### src/rtl/vector_reverse_stream.sv
// Valid/ready word permuter: pass, full bit reverse, group-order reverse or in-group bit reverse,
// with a registered output and a skid entry. Define VECTOR_REVERSE_PARITY_EN to add out_parity.
module vector_reverse_stream #(
   parameter int WIDTH = 32,
   parameter int GRP   = 8
) (
   input  logic             clk,
   input  logic             resetn,
   input  logic             in_valid,
   output logic             in_ready,
   input  logic [WIDTH-1:0] in_data,
   input  logic [1:0]       in_mode,
   output logic             out_valid,
   input  logic             out_ready,
   output logic [WIDTH-1:0] out_data,
`ifdef VECTOR_REVERSE_PARITY_EN
   output logic             out_parity,
`endif
   output logic [1:0]       out_mode
);

   localparam int G = (GRP > 0) ? WIDTH / GRP : 1;

   if (WIDTH < 2 || GRP < 1 || (WIDTH % GRP) != 0) begin : g_param_check
      $error("vector_reverse_stream: WIDTH must be >= 2 and a multiple of GRP");
   end

   logic [WIDTH-1:0] rev_all;
   logic [WIDTH-1:0] grp_swap;
   logic [WIDTH-1:0] grp_rev;
   logic [WIDTH-1:0] perm_data;

   for (genvar i = 0; i < WIDTH; i++) begin : g_rev_all
      assign rev_all[i] = in_data[WIDTH-1-i];
   end

   for (genvar k = 0; k < G; k++) begin : g_grp
      for (genvar b = 0; b < GRP; b++) begin : g_bit
         assign grp_swap[k*GRP+b] = in_data[(G-1-k)*GRP+b];
         assign grp_rev[k*GRP+b]  = in_data[k*GRP+GRP-1-b];
      end
   end

   always_comb begin
      perm_data = in_data;
      case (in_mode)
         2'b01:   perm_data = rev_all;
         2'b10:   perm_data = grp_swap;
         2'b11:   perm_data = grp_rev;
         default: perm_data = in_data;
      endcase
   end

   logic             skid_valid;
   logic [WIDTH-1:0] skid_data;
   logic [1:0]       skid_mode;
   logic             accept;
   logic             out_free;

   assign in_ready = !skid_valid;
   assign accept   = in_valid && in_ready;
   assign out_free = !out_valid || out_ready;

`ifdef VECTOR_REVERSE_PARITY_EN
   logic skid_parity;
`endif

   // A non-empty skid forces in_ready low, so accept and skid drain never coincide.
   always_ff @(posedge clk) begin
      if (!resetn) begin
         out_valid  <= 1'b0;
         out_data   <= '0;
         out_mode   <= '0;
         skid_valid <= 1'b0;
         skid_data  <= '0;
         skid_mode  <= '0;
`ifdef VECTOR_REVERSE_PARITY_EN
         out_parity  <= 1'b0;
         skid_parity <= 1'b0;
`endif
      end else if (out_free) begin
         if (skid_valid) begin
            out_valid  <= 1'b1;
            out_data   <= skid_data;
            out_mode   <= skid_mode;
            skid_valid <= 1'b0;
`ifdef VECTOR_REVERSE_PARITY_EN
            out_parity <= skid_parity;
`endif
         end else if (accept) begin
            out_valid <= 1'b1;
            out_data  <= perm_data;
            out_mode  <= in_mode;
`ifdef VECTOR_REVERSE_PARITY_EN
            out_parity <= ^perm_data;
`endif
         end else begin
            out_valid <= 1'b0;
         end
      end else if (accept) begin
         skid_valid <= 1'b1;
         skid_data  <= perm_data;
         skid_mode  <= in_mode;
`ifdef VECTOR_REVERSE_PARITY_EN
         skid_parity <= ^perm_data;
`endif
      end
   end

endmodule

### config.mk
export PLATFORM = sky130hd
export DESIGN_NAME = vector_reverse_stream
export DESIGN_NICKNAME = d
export VERILOG_FILES = /design/src/rtl/vector_reverse_stream.sv
export SDC_FILE = /design/constraint.sdc
export NUM_CORES = 1
export LEC_CHECK = 0
export CAP_MARGIN = 25
export CORE_MARGIN = 2
export CORE_UTILIZATION = 40
export DETAILED_ROUTE_END_ITERATION = 10
export GPL_ROUTABILITY_DRIVEN = 0
export PLACE_DENSITY = 0.67
export SYNTH_ARGS = -nofsm -noshare
export SYNTH_HDL_FRONTEND = slang
export SYNTH_SLANG_ARGS = --single-unit
### constraint.sdc
create_clock -name clk -period 1.54 [get_ports clk]
set_input_delay 0.231 -clock clk [delete_from_list [all_inputs] [get_ports clk]]
set_output_delay 0.231 -clock clk [all_outputs]
set_load 0.1 [all_outputs]
==> summary.txt <==
Yosys reg bits -> 70
Final nets -> 401
final worst path period need -> 1.52 ns
YS warnings -> 0
status -> complete, no violations
Final Cycle Share -> 98.5%
# hold bufs at CTS -> 0
DIE AREA -> 10100 um^2
crit start category -> primary input
vias in the first global route -> 2793
Seq. cell area -> 1410 um^2
CP Max Fanout -> 4
post-synthesis average cell area -> 13.0 um^2
Cell Pwr Density -> 985 nW/um^2
hold slack final -> 0.473 ns
TritonCTS clock tree -> done
Worst EP required -> 1.78 ns
IO Count -> 74
Clock Latency Late Sink -> 0.35 ns
EDFF count, synth -> 0
max-capacitance violation count -> 0
RSZ-0062 raised after global routing -> false
post-synthesis cell count -> 285
ys flop type -> dfxtp_1
Worst-path clk slew -> 0.07 ns
number of fill cells -> 758
# setup viols final -> 0
crit-path cells -> clkdlybuf4s50_1, mux4_1, mux2_2, o211a_1
crit end category -> flip-flop
Overall Power -> 5.13 mW
Synth Cell Area -> 3720 um^2
antenna viol nets, final -> 0
count leader, synth -> dfxtp_1
Num CTS Buffers -> 9
Yosys top cell area share -> 37.7%
core box area -> 9110 um^2
Seq/Total Area, Yosys -> 37.7%
area of the multi-input gates -> 2120 um^2
asr flop ratio synth -> 0%
Hold WC Path Type -> in -> reg
dpl cells -> 463
ant diodes -> 0
first-pass GRT wire length -> 14600 um
leak pwr -> 2.27 nW
Via density -> 5.82
fmax -> 659 MHz
Setup TNS -> 0 ns
clock skew -> 0.00973 ns
Finished Core Util -> 57.2%
Hold Vio Cnt, Final -> 0
initial antenna violation count -> 0
PostCTS Resize Cnt -> 0
PnR worst setup slack -> 0.0234 ns
Final Instance Area -> 5210 um^2
First-pass DRT Iterations -> 4
drt total wl -> 8990 um
Final Max Slew Viols -> 0
Post-DP HPWL -> 6280 um
placed cell area -> 5030 um^2
DR vias -> 2790
grt total ovfl -> 0
GRT Util Overall -> 18.8%
DR iter-0 viols -> 192
CTS root buffer -> clkbuf_8
DRC violations left -> 0
Die Ht -> 100 um
area leader, netlist -> dfxtp_1
share of layout cells above drive strength 1 -> 43.5%
CP arrival -> 1.75 ns
H-tree Lvls -> 3
Max clock buf depth -> 2
Initial Util -> 40.8%
Port Buffer Count -> 73
Least-Margin Pin Slew -> 0.441 ns
Synth cell types -> 23
cell with the largest stage delay on the worst path -> mux4_1
largest net degree at the start of global routing -> 35
P&R area growth vs syn -> 40.1%
CTS sink count -> 70
syn_nets -> 323
routed length per placed instance -> 18.8 um
Rows -> 35
commonest cells in the netlist -> dfxtp_1, mux2_2, o211a_1, o21bai_1, mux4_2
VDD IR-drop max -> 0.558 mV
Synth area leaders -> dfxtp_1, mux4_2, mux2_2
dpl ws -> -0.317 ns
fin cells -> 479
Die Span X -> 100 um
CP max stage delay -> 0.56 ns
critical path type -> in -> reg
worst relative slew slack -> 70.6%
setup bufs post-CTS -> 0
cell type report:
cell class	instances	area share, %
clock buffers	10	2.64
clock inverters	6	0.721
inverters	1	0.0721
multi-input cells	179	40.8
flip-flops and latches	70	27.0
well taps	111	2.67
repair buffers	102	26.1
worst paths after layout:
kind | cells after the start | endpoint | slack [ns] | start
worst max register to register | 4 | skid_data[27] | 0.17 | skid_valid
worst max-delay path | 4 | out_data[31] | 0.02 | in_data[0]
worst min-delay path | 3 | skid_data[0] | 0.47 | in_mode[1]
worst min register to register | 1 | skid_data[5] | 0.48 | skid_data[5]
critical path: cells and delay by family:
family | cells | cell delay (ns)
multiplexers | 2 | 0.85
AO/OA/AOI/OAI | 1 | 0.21
buffers and inverters | 1 | 0.45
state kept, by name, indices dropped and copies added (netlist names):
| signal | count |
|---|---|
| out_data | 32 |
| skid_data | 32 |
| out_mode | 2 |
| skid_mode | 2 |
| out_valid | 1 |
| skid_valid | 1 |
kinds of logic (layout without fill, tap and decap cells):
kind of cell / Yosys count / count (layout) / share of synthesized area (%)
compound gates: 101 / 101 / 24.1
mux: 68 / 68 / 30.7
buf+inv: 36 / 119 / 5.79
simple gates: 10 / 10 / 1.65
flops: 70 / 70 / 37.7
per-layer routing:
metal | vias up | wire length (um) | GRT usage [%]
met4 | 0 | 54 | 4.74
met3 | 8 | 440 | 4.74
met5 | - | 0 | 0
met1 | 1418 | 4470 | 28.5
li1 | 1300 | - | -
met2 | 64 | 4020 | 26.6
power breakdown:
group	switching (mW)	internal, mW
combinational	0.973	0.788
sequential	0.112	1.92
clock	0.714	0.622
placed cells by master (no fill, tap or decap), drive strengths merged, types with 7 or more instances in the layout:
cell type,netlist,routed
o21bai,34,34
buf,20,67
clkbuf,15,10
clkdlybuf4s50,0,35
dfxtp,70,70
mux4,32,32
a22o,32,32
mux2,34,34
clkinv,1,7
o211a,34,34
Power figures use the tool's default switching activity.
